### config.mk
export PLATFORM = sky130hd
export DESIGN_NAME = psum_mem_arbiter
export DESIGN_NICKNAME = d
export VERILOG_FILES = /design/src/rtl/psum_mem_arbiter.sv
export SDC_FILE = /design/constraint.sdc
export NUM_CORES = 1
export LEC_CHECK = 0
export CORE_AREA = 2 2 159 161
export CTS_CLUSTER_SIZE = 14
export DETAILED_ROUTE_END_ITERATION = 6
export DIE_AREA = 0 0 161 163
export GPL_TIMING_DRIVEN = 0
export PLACE_DENSITY = 0.65
export SETUP_SLACK_MARGIN = 0.15
export SYNTH_ARGS = -nofsm -noshare
export SYNTH_HDL_FRONTEND = slang
export SYNTH_HIERARCHICAL = 1
export SYNTH_SLANG_ARGS = --single-unit
### constraint.sdc
create_clock -name clk -period 3.5 [get_ports clk]
set_input_delay 0.35 -clock clk [delete_from_list [all_inputs] [get_ports clk]]
set_output_delay 0.35 -clock clk [all_outputs]
set_load 0.01 [all_outputs]
### src/rtl/psum_mem_arbiter.sv
// Purpose: round-robin arbiter sharing one psum memory port (write + read) between two requesters.
// Latency: 1 cycle request-to-memory, 1 cycle memory-return-to-requester.
// Backpressure: wrdy/rrdy are combinational grants; reads stall while MAX_OUTSTANDING are in flight.
//
// Ports:
//   clk, rst                     clock, synchronous active-high reset
//   rqN_wadd/wren/idat -> wrdy   write request channel of requester N (N = 0,1)
//   rqN_radd/rden      -> rrdy   read request channel of requester N
//   rqN_odat/oval                read return to requester N (registered, 1-cycle pulse)
//   memctrl0_w*/r*               registered memory write/read channels
//   memctrl0_odat/oval           in-order memory read return
//   o_rd_outstanding             reads issued and not yet returned
//   o_err                        sticky flag: memory return with nothing outstanding

// Owner-tag FIFO: remembers which requester issued each in-flight read.
// Latency: head is visible combinationally; push/pop take effect at the clock edge.
// Backpressure: none internally; the caller never pushes when full or pops when empty.
module psum_tag_fifo #(
    parameter int DEPTH = 8
) (
    input  logic clk,
    input  logic rst,
    input  logic i_push,
    input  logic i_din,
    input  logic i_pop,
    output logic o_dout
);
    localparam int PW = (DEPTH > 1) ? $clog2(DEPTH) : 1;

    logic          r_mem [DEPTH];
    logic [PW-1:0] r_wp;
    logic [PW-1:0] r_rp;

    // Storage carries no reset: only entries between the pointers are ever read.
    always_ff @(posedge clk) begin
        if (i_push) begin
            r_mem[r_wp] <= i_din;
        end
    end

    always_ff @(posedge clk) begin
        if (rst) begin
            r_wp <= '0;
            r_rp <= '0;
        end else begin
            if (i_push) begin
                r_wp <= r_wp + 1'b1;
            end
            if (i_pop) begin
                r_rp <= r_rp + 1'b1;
            end
        end
    end

    assign o_dout = r_mem[r_rp];
endmodule

module psum_mem_arbiter #(
    parameter int ADDR_WIDTH      = 32,
    parameter int DATA_WIDTH      = 32,
    parameter int MAX_OUTSTANDING = 8,
    parameter int CNT_WIDTH       = $clog2(MAX_OUTSTANDING) + 1
) (
    input  logic                  clk,
    input  logic                  rst,
    input  logic [ADDR_WIDTH-1:0] rq0_wadd,
    input  logic                  rq0_wren,
    input  logic [DATA_WIDTH-1:0] rq0_idat,
    output logic                  rq0_wrdy,
    input  logic [ADDR_WIDTH-1:0] rq0_radd,
    input  logic                  rq0_rden,
    output logic                  rq0_rrdy,
    output logic [DATA_WIDTH-1:0] rq0_odat,
    output logic                  rq0_oval,
    input  logic [ADDR_WIDTH-1:0] rq1_wadd,
    input  logic                  rq1_wren,
    input  logic [DATA_WIDTH-1:0] rq1_idat,
    output logic                  rq1_wrdy,
    input  logic [ADDR_WIDTH-1:0] rq1_radd,
    input  logic                  rq1_rden,
    output logic                  rq1_rrdy,
    output logic [DATA_WIDTH-1:0] rq1_odat,
    output logic                  rq1_oval,
    output logic [ADDR_WIDTH-1:0] memctrl0_wadd,
    output logic                  memctrl0_wren,
    output logic [DATA_WIDTH-1:0] memctrl0_idat,
    output logic [ADDR_WIDTH-1:0] memctrl0_radd,
    output logic                  memctrl0_rden,
    input  logic [DATA_WIDTH-1:0] memctrl0_odat,
    input  logic                  memctrl0_oval,
    output logic [CNT_WIDTH-1:0]  o_rd_outstanding,
    output logic                  o_err
);
    localparam logic [CNT_WIDTH-1:0] MAX_C = CNT_WIDTH'(MAX_OUTSTANDING);

    // Round-robin pointers: index of the requester favoured on the next contended cycle.
    logic                  r_wptr;
    logic                  r_rptr;
    logic [CNT_WIDTH-1:0]  r_cnt;
    logic                  r_err;
    logic                  r_mwren;
    logic [ADDR_WIDTH-1:0] r_mwadd;
    logic [DATA_WIDTH-1:0] r_midat;
    logic                  r_mrden;
    logic [ADDR_WIDTH-1:0] r_mradd;
    logic                  r_oval0;
    logic                  r_oval1;
    logic [DATA_WIDTH-1:0] r_odat0;
    logic [DATA_WIDTH-1:0] r_odat1;

    logic w_wgnt0;
    logic w_wgnt1;
    logic w_rgnt0;
    logic w_rgnt1;
    logic w_rd_room;
    logic w_racc;
    logic w_ret;
    logic w_head;

    // Grants look only at requests, pointers and the registered count, so nothing
    // from the memory return path reaches a ready. A full counter therefore blocks
    // reads for the cycle in which a return arrives; the slot frees up next cycle.
    assign w_rd_room = (r_cnt < MAX_C);
    assign w_wgnt0   = ~rst & rq0_wren & (~rq1_wren | ~r_wptr);
    assign w_wgnt1   = ~rst & rq1_wren & (~rq0_wren |  r_wptr);
    assign w_rgnt0   = ~rst & w_rd_room & rq0_rden & (~rq1_rden | ~r_rptr);
    assign w_rgnt1   = ~rst & w_rd_room & rq1_rden & (~rq0_rden |  r_rptr);
    assign w_racc    = w_rgnt0 | w_rgnt1;
    // A return is only honoured when a read is actually outstanding.
    assign w_ret     = memctrl0_oval & (r_cnt != '0);

    psum_tag_fifo #(
        .DEPTH (MAX_OUTSTANDING)
    ) u_tag_fifo (
        .clk    (clk),
        .rst    (rst),
        .i_push (w_racc),
        .i_din  (w_rgnt1),
        .i_pop  (w_ret),
        .o_dout (w_head)
    );

    always_ff @(posedge clk) begin
        if (rst) begin
            r_wptr  <= 1'b0;
            r_rptr  <= 1'b0;
            r_cnt   <= '0;
            r_err   <= 1'b0;
            r_mwren <= 1'b0;
            r_mwadd <= '0;
            r_midat <= '0;
            r_mrden <= 1'b0;
            r_mradd <= '0;
            r_oval0 <= 1'b0;
            r_oval1 <= 1'b0;
            r_odat0 <= '0;
            r_odat1 <= '0;
        end else begin
            // Contended grant hands priority to the loser; exactly one side wins here.
            if (rq0_wren & rq1_wren) begin
                r_wptr <= w_wgnt0;
            end
            if (rq0_rden & rq1_rden & w_racc) begin
                r_rptr <= w_rgnt0;
            end

            r_mwren <= w_wgnt0 | w_wgnt1;
            if (w_wgnt0) begin
                r_mwadd <= rq0_wadd;
                r_midat <= rq0_idat;
            end else if (w_wgnt1) begin
                r_mwadd <= rq1_wadd;
                r_midat <= rq1_idat;
            end

            r_mrden <= w_racc;
            if (w_rgnt0) begin
                r_mradd <= rq0_radd;
            end else if (w_rgnt1) begin
                r_mradd <= rq1_radd;
            end

            case ({w_racc, w_ret})
                2'b10:   r_cnt <= r_cnt + 1'b1;
                2'b01:   r_cnt <= r_cnt - 1'b1;
                default: r_cnt <= r_cnt;
            endcase

            // Route the in-order return to the owner at the tag FIFO head.
            r_oval0 <= w_ret & ~w_head;
            r_oval1 <= w_ret &  w_head;
            if (w_ret & ~w_head) begin
                r_odat0 <= memctrl0_odat;
            end
            if (w_ret & w_head) begin
                r_odat1 <= memctrl0_odat;
            end

            if (memctrl0_oval & (r_cnt == '0)) begin
                r_err <= 1'b1;
            end
        end
    end

    assign rq0_wrdy         = w_wgnt0;
    assign rq1_wrdy         = w_wgnt1;
    assign rq0_rrdy         = w_rgnt0;
    assign rq1_rrdy         = w_rgnt1;
    assign rq0_oval         = r_oval0;
    assign rq1_oval         = r_oval1;
    assign rq0_odat         = r_odat0;
    assign rq1_odat         = r_odat1;
    assign memctrl0_wren    = r_mwren;
    assign memctrl0_wadd    = r_mwadd;
    assign memctrl0_idat    = r_midat;
    assign memctrl0_rden    = r_mrden;
    assign memctrl0_radd    = r_mradd;
    assign o_rd_outstanding = r_cnt;
    assign o_err            = r_err;
endmodule

==> results, run 1 <==
- The flow ran to the end, and the final reports show no timing, DRC or antenna violations.
- The number of distinct standard cells referenced by the synthesized netlist is 38.
- The power density normalized to cell area is 539 mW/mm².
- Timing analysis after detailed placement gives a worst setup slack of -0.449 ns.
- The number of nets handed over by synthesis was 1058.
- In this run the critical register-to-register path is captured at o_rd_outstanding[3].
- Cells with a size suffix above 1 make up 4.54% of the layout.
- The area of the die is 0.0262 mm².
- Setup slack on the critical path of the routed design comes to 0.510 ns.
- The cell count of the worst reg-to-reg path is 10.
- For this block, the via count after detailed routing is 7378.
- Clock latency on the worst-skew pair, taken at its later pin, is 0.43 ns.
- The count of clock tree sinks is 188.
- The number of buffers added by the clock tree synthesis step is 17.
- The synthesis-stage register bit count is 188.
- The critical path class is primary input to primary output.
- The share of the clock period used by the worst path after layout is 85.4%.
- The final-report hold violation count is 0.
- The clock root buffer is sky130_fd_sc_hd__clkbuf_16.
- 0 antenna diodes ended up in the layout.
- The die is 161 µm wide.
- The critical path launch point type is a primary input.
- Hold is met by 0.311 ns.
- The maximum fanout along the worst path is 10.
- In this run the count of I/O pins placed on the die edge is 404.
- Setup repair after global routing left no endpoint under its margin.
- The wire length per cell after detailed routing is 17.2 µm.
- The met1 routed wirelength after detailed routing is 11.2 mm.
- The core region is 0.0247 mm².
- The class of the most critical hold timing path is primary input to flop.
- The clock period minus worst slack is 2.99 ns.
- The startpoint identified for the worst hold timing path is rst.
- The number of antenna-violating nets in the routed design is 0.
- The pin count of the biggest net entering global routing is 19.
- The number of vias per cell is 4.65.
- The starting density of the core is 30.1%.
- The predominant post-synthesis flop cell is sky130_fd_sc_hd__dfxtp_1.
- After layout, the design draws a total of 6.72 mW.
- The violation count after the first detailed-routing iteration is 424.
- By area the synthesized netlist is led by sky130_fd_sc_hd__dfxtp_1, sky130_fd_sc_hd__nand2_1, sky130_fd_sc_hd__mux2i_1.
- For this run, the detailed router's first-pass iteration total came to 4.
- The H-tree was split into 4 levels.
- The slew at the pin with the worst max-slew slack is 1.00 ns.
- TritonCTS built the clock tree.
- The met3 wire length is 2.22 mm.
- The number of buffers inserted for hold repair after clock tree synthesis is 0.
- In the final design database the tool counted 1480 nets.
- The number of enable-type register cells in the synthesized netlist is 8.
- The via count of the first global-routing pass is 7074.
- The minimum setup slack among reg-to-reg paths is 0.72 ns.
- The number of standard cells after synthesis is 821.
- The non-filler instance count after layout is 1585.
- The mean post-synth cell area is 9.04 µm².
- The cell area that synthesis handed to floorplanning was 0.00742 mm².
- The portion of the post-synthesis area used by sequential elements is 51.8%.
- The number of setup violations in the final report is 0.
- The routed wire length on met2 is 13.6 mm.
- The tightest slew margin relative to the limit is 32.8%.
- The number of buffers between clock root and the deepest sink is 2.
- The worst setup path is captured at a primary output.
- The congestion estimate from routability-driven global placement came to 0.825.
- The number of max-cap violations is 0.
- The cell repeated most along the worst path is sky130_fd_sc_hd__clkdlybuf4s50_1.
- The stage delay of the slowest cell on the critical path is 0.63 ns.
- The area share of the largest cell type after synthesis is 48.6%.
- The clock slew at the register clock pins of the worst setup and hold paths is 0.07 ns.
- The largest clock skew in the final design is 0.0128 ns.
- The endpoint of the worst hold path is u_tag_fifo/r_wp[0].
- The startpoint identified for the worst register-to-register timing path is o_rd_outstanding[3].
- The first-pass GRT wire length is 40.3 mm.
- For this run, design rule violations remaining after detail routing come to 0.
- The cell depth of the worst hold path is 2.
- The layout overhead on the synthesized area is 67.9%.
- The required time of the worst setup path is 3.15 ns.
- The maximum clock frequency is 0.334 GHz.
- Counting flops with an async set or reset pin after synthesis yields a share of 0%.
- Walking the worst path, the cells encountered are clkdlybuf4s50_1 -> inv_1 -> a211oi_1 -> clkbuf_1 -> clkdlybuf4s50_1.
- In the global route stage, overall resource usage came out at 20.0%.
- The yosys synthesis warning count is 6.
- The cell taking the most area after synthesis is sky130_fd_sc_hd__dfxtp_1.
- The max-slew violation total from the final report came to 0.
- The maximum VDD drop is 0.248 mV.
- For this design, the slowest cell found on the critical path is sky130_fd_sc_hd__clkdlybuf4s50_1.
- Data on the critical path arrives at its endpoint at 2.64 ns.
- The number of buffers added for setup after CTS is 0.
- Leaving out fill and tap cells, the most frequent cell in the layout is sky130_fd_sc_hd__clkdlybuf4s50_1.
- After routing, the total negative slack on setup checks comes to 0 ns.
- For this run the aggregate overflow at the end of global routing stands at 0.
- The detailed placer's ending HPWL is 21.7 mm.
- Measured along the y axis, the die boundary spans 163 µm.
- In this run the static leakage power is 4.67 nW.
- The initial antenna violation count was 0.
- The number of placement rows is 58.
- The highest metal layer used by the detailed router is met4.
- The number of placed instances, taps included, is 1554.
- Port buffering added 403 buffers.
- Leaving out fill and tap cells, the most frequent cells in the layout are sky130_fd_sc_hd__clkdlybuf4s50_1, sky130_fd_sc_hd__nand2_1, sky130_fd_sc_hd__dfxtp_1.
- The routed design has 27.3 mm of wire.
routing by layer:
metal / vias up / GRT usage [%]
met5: - / 0
met4: 0 / 4.75
met3: 19 / 6.42
met2: 284 / 35.5
met1: 3403 / 23.4
li1: 3672 / -
state kept, by name (all words and copies together), names as in the netlist, 3 cells and up, named ones only:
register / cells
o_rd_outstanding: 4
memctrl0_idat: 32
rq1_odat: 32
u_tag_fifo/r_rp: 3
memctrl0_wadd: 32
memctrl0_radd: 32
u_tag_fifo/r_mem: 8
rq0_odat: 32
u_tag_fifo/r_wp: 3
worst max path at each step:
stage | from | to | cells past startpoint
global placement | rst | o_rd_outstanding[3] | 12
CTS | rst | o_rd_outstanding[3] | 12
global route | rq1_wren | rq1_wrdy | 5
floorplan | rst | o_rd_outstanding[3] | 11
finish | rq1_wren | rq1_wrdy | 5
detailed placement | rst | o_rd_outstanding[3] | 12
area by class of cell:
cell class	instances	area (µm²)
Buffer	62	274
Clock buffer	18	439
Clock inverter	13	145
Fill cell	2411	12200
Inverter	9	33.8
Multi-Input combinational cell	562	3280
Sequential cell	188	3840
Tap cell	330	413
Timing Repair Buffer	403	4040
synthesized netlist by cell type, types with 2 or more instances:
master,n
sky130_fd_sc_hd__and3_1,2
sky130_fd_sc_hd__mux2i_1,63
sky130_fd_sc_hd__nor3_1,3
sky130_fd_sc_hd__clkbuf_1,40
sky130_fd_sc_hd__xnor2_1,4
sky130_fd_sc_hd__edfxtp_1,8
sky130_fd_sc_hd__nand3_1,2
sky130_fd_sc_hd__a22oi_1,34
sky130_fd_sc_hd__nand2_1,188
sky130_fd_sc_hd__nand2b_1,5
sky130_fd_sc_hd__mux4_1,2
sky130_fd_sc_hd__o21ai_0,46
sky130_fd_sc_hd__o21ai_1,22
sky130_fd_sc_hd__a21oi_1,73
sky130_fd_sc_hd__buf_2,17
sky130_fd_sc_hd__buf_1,2
sky130_fd_sc_hd__nand3b_1,55
sky130_fd_sc_hd__nor2b_1,2
sky130_fd_sc_hd__a21bo_2,2
sky130_fd_sc_hd__xor2_1,2
sky130_fd_sc_hd__inv_1,8
sky130_fd_sc_hd__nor2_1,33
sky130_fd_sc_hd__dfxtp_1,180
sky130_fd_sc_hd__ha_1,5
sky130_fd_sc_hd__buf_4,2
sky130_fd_sc_hd__a211oi_1,9
per-stage QoR:
stage / instance area, µm² / util (%)
after detailed placement: 11900 / 48.1
after floorplan: 7420 / -
after global routing: 12500 / 50.5
after CTS: 12500 / 50.5
final: 12500 / 50.5
after global placement: 11900 / 48.1
power breakdown:
part | internal (mW) | switching (mW)
clock network | 1.03 | 0.923
logic | 1.09 | 1.00
registers | 2.48 | 0.194
timing repair:
item | in CTS | in global routing
endpoints found under the setup margin | 1 | 2
gates cloned | 0 | 0
gates resized for setup | 2 | 2
critical path: cells and delay by family:
| kind | cells | cell delay, ns |
|---|---|---|
| AO/OA/AOI/OAI | 1 | 0.50 |
| buffers and inverters | 4 | 1.78 |
kinds of logic after synthesis:
| group | count (synthesis) | share of synthesized area [%] |
|---|---|---|
| AND/OR/NAND/NOR | 294 | 18.2 |
| flip-flops | 188 | 51.8 |
| XOR/XNOR | 6 | 0.708 |
| multiplexers | 66 | 9.36 |
| buffers and inverters | 71 | 4.08 |
| AO/OA/AOI/OAI | 190 | 14.8 |
| adder cells (fa/ha/maj) | 6 | 1.11 |
(Power assumes the default switching activity.)
==> run 2: changes to the inputs <==
--- a/config.mk
+++ b/config.mk
@@ -9,7 +9,6 @@
 export CTS_CLUSTER_SIZE = 14
 export DETAILED_ROUTE_END_ITERATION = 6
 export DIE_AREA = 0 0 161 163
-export GPL_TIMING_DRIVEN = 0
 export PLACE_DENSITY = 0.65
 export SETUP_SLACK_MARGIN = 0.15
 export SYNTH_ARGS = -nofsm -noshare
==> run 2 against run 1 <==
Non-clock buffer count down 46. Cell area shrank 1.1%. Global-route usage shrank 1.2 points. Sequential cell count is the same. Hold slack got worse by 0.13 ns. Clock-buffer cell count unchanged. Combinational power fell by 2%. First-iteration DRC count shrank 1.7%. Power shrank 1.6%. Final cell count shrank 2.8%. Clock skew is 0.0045 ns lower. Die area unchanged.
==> results, run 2 (synthesized netlist as in run 1, its figures left out) <==
- The clock root buffer is sky130_fd_sc_hd__clkbuf_16 (unchanged).
- The most common cell after layout, fill and taps aside is sky130_fd_sc_hd__clkdlybuf4s50_1 (unchanged).
- The detailed placer's ending HPWL is 18.9 mm (was 21.7 mm).
- The cell area after placement was 0.0118 mm² (was 0.0119 mm²).
- The clock period minus worst slack was 2.53 ns (was 2.99 ns).
- The number of antenna-violating nets in the routed design is 0 (unchanged).
- The initial antenna violation count is 0 (unchanged).
- The total power consumption of the routed design is 6.61 mW (was 6.72 mW).
- The core area is 0.0247 mm² (unchanged).
- The layout overhead on the synthesized area is 66.1% (was 67.9%).
- Unrepaired setup endpoints after global routing: false (unchanged).
- The endpoint of the worst hold path is r_rptr (was u_tag_fifo/r_wp[0]).
- The wire length per cell after detailed routing is 16.6 µm (was 17.2 µm).
- The count of clock tree sinks was 188 (unchanged).
- The number of design rule violations left after detail routing is 0 (unchanged).
- The maximum fanout along the worst path is 9 (was 10).
- The reg-to-reg critical path startpoint is o_rd_outstanding[3] (unchanged).
- The number of buffers added for setup after CTS is 0 (unchanged).
- The number of buffers between clock root and the deepest sink is 2 (unchanged).
- The worst min-delay path startpoint was rst (unchanged).
- The cell depth of the worst hold path is 2 (unchanged).
- The number of vias per cell is 4.62 (was 4.65).
- The overall global routing resource usage is 18.8% (was 20.0%).
- The maximum VDD drop is 0.278 mV (was 0.248 mV).
- The class of the most critical hold timing path is primary input to flop (unchanged).
- The required time of the worst setup path is 3.86 ns (was 3.15 ns).
- The endpoint of the worst register-to-register path is o_rd_outstanding[3] (unchanged).
- The number of max-cap violations is 0 (unchanged).
- The y dimension of the die came to 163 µm (unchanged).
- The final wirelength is 25.6 mm (was 27.3 mm).
- The kind of end point of the critical path is a flop (was primary output).
- The number of setup violations in the final report is 0 (unchanged).
- The number of buffers added by the clock tree synthesis step is 17 (unchanged).
- The leakage power total came to 4.62 nW (was 4.67 nW).
- The clock latency on the worst-skew pair is 0.43 ns (about the same).
- The fraction of final layout cells with drive strength greater than 1 came to 4.79% (was 4.54%).
- The cell count of the worst reg-to-reg path was 7 (was 10).
- Run status: completed (unchanged).
- The first-pass GRT wire length is 38.1 mm (was 40.3 mm).
- The share of the clock period used by the worst path after layout is 72.3% (was 85.4%).
- The number of port buffers is 403 (unchanged).
- The starting density of the core came to 30.1% (unchanged).
- Most frequent cells in the layout: sky130_fd_sc_hd__clkdlybuf4s50_1, sky130_fd_sc_hd__nand2_1, sky130_fd_sc_hd__dfxtp_1 (unchanged).
- The summed negative setup slack over all endpoints is 0 ns (unchanged).
- The worst-case hold slack is 0.176 ns (was 0.311 ns).
- The clock slew at the register clock pins of the worst setup and hold paths is 0.08 ns (was 0.07 ns).
- The power density normalized to cell area is 536 mW/mm² (was 539 mW/mm²).
- The critical path class is flop to flop (was primary input to primary output).
- The number of placement rows was 58 (unchanged).
- The tightest slew margin relative to the limit was 32.9% (was 32.8%).
- The overall via count from detail_route came to 7113 (was 7378).
- The minimum setup slack among reg-to-reg paths is 0.97 ns (was 0.72 ns).
- The area of the die is 0.0262 mm² (unchanged).
- The die span in x came to 161 µm (unchanged).
- The max-slew violation total from the final report is 0 (unchanged).
- The maximum clock frequency came to 0.395 GHz (was 0.334 GHz).
- The total inserted antenna cells is 0 (unchanged).
- The number of instances resized during post-cts repair is 0 (was 2).
- The post-route standard cell area excluding fillers is 0.0123 mm² (was 0.0125 mm²).
- The violation count after the first detailed-routing iteration is 417 (was 424).
- The CTS tree is built (unchanged).
- The critical path launch point type is a flop (was primary input).
- The depth of the CTS H-tree is 4 (unchanged).
- The data arrival time of the worst path is 2.89 ns (was 2.64 ns).
- The number of nets in the layout is 1434 (was 1480).
- The sum of overflow across all layers after global routing is 0 (unchanged).
- The iteration count of the initial detailed-routing pass is 4 (unchanged).
- The pin count of the biggest net entering global routing is 94 (was 19).
- The final weighted congestion in routability-driven placement came to 0.795 (was 0.825).
- The number of top-level pins came to 404 (unchanged).
- The number of buffers inserted for hold repair after clock tree synthesis is 0 (unchanged).
- The largest clock skew in the final design came to 0.00837 ns (was 0.0128 ns).
- The via count of the first global-routing pass is 6673 (was 7074).
- The slew at the pin with the worst max-slew slack is 1.01 ns (was 1.00 ns).
- The final-report hold violation count is 0 (unchanged).
-- run 2: per-stage QoR --
stage	instances	setup slack [ns]	utilization, %
after floorplan	821	0.915	-
after global placement	1508	0.755	47.6
after detailed placement	1508	0.723	47.6
after CTS	1540	0.955	50.0
after global routing	1540	0.824	50.0
final	1540	0.970	50.0
-- run 2: worst max path at each step --
stage                                   start                  end  slack [ns]  cells after the start
after global placement          memctrl0_oval  o_rd_outstanding[3]        0.76                      8
after global routing      o_rd_outstanding[3]  o_rd_outstanding[3]        0.82                      7
after floorplan                           rst  o_rd_outstanding[3]        0.91                     11
final                     o_rd_outstanding[3]  o_rd_outstanding[3]        0.97                      7
after detailed placement        memctrl0_oval  o_rd_outstanding[3]        0.72                      8
after CTS                 o_rd_outstanding[3]  o_rd_outstanding[3]        0.96                      7
-- run 2: layer usage --
metal | global-route usage, % | share of wire (%) | up-vias
met1 | 23.5 | 43 | 3243
met2 | 31.5 | 48 | 273
met5 | 0 | 0 | -
met4 | 5.11 | 1.6 | 0
li1 | - | - | 3571
met3 | 5.73 | 7.3 | 26
-- run 2: worst max-delay path: stages, from the launching register on --
cell and delay, ns:
sky130_fd_sc_hd__dfxtp_1 0.38, sky130_fd_sc_hd__o41a_1 0.58, sky130_fd_sc_hd__ha_1 0.28, sky130_fd_sc_hd__ha_1 0.33, sky130_fd_sc_hd__a21oi_1 0.19, sky130_fd_sc_hd__a21oi_1 0.10
sky130_fd_sc_hd__or4_1 0.46, sky130_fd_sc_hd__a21oi_1 0.14
-- run 2: area by class of cell --
cell class / instances / area, µm²
Fill cell: 2391 / 12300
Timing Repair Buffer: 419 / 4150
Sequential cell: 188 / 3840
Multi-Input combinational cell: 562 / 3310
Clock buffer: 18 / 429
Tap cell: 330 / 413
Clock inverter: 14 / 143
Inverter: 9 / 33.8
-- run 2: power by group --
group | switching [mW] | leakage [nW] | internal [mW]
clock network | 0.945 | 0.284 | 0.954
registers | 0.185 | 1.55 | 2.48
logic | 0.981 | 2.78 | 1.07
total | 2.11 | 4.62 | 4.50
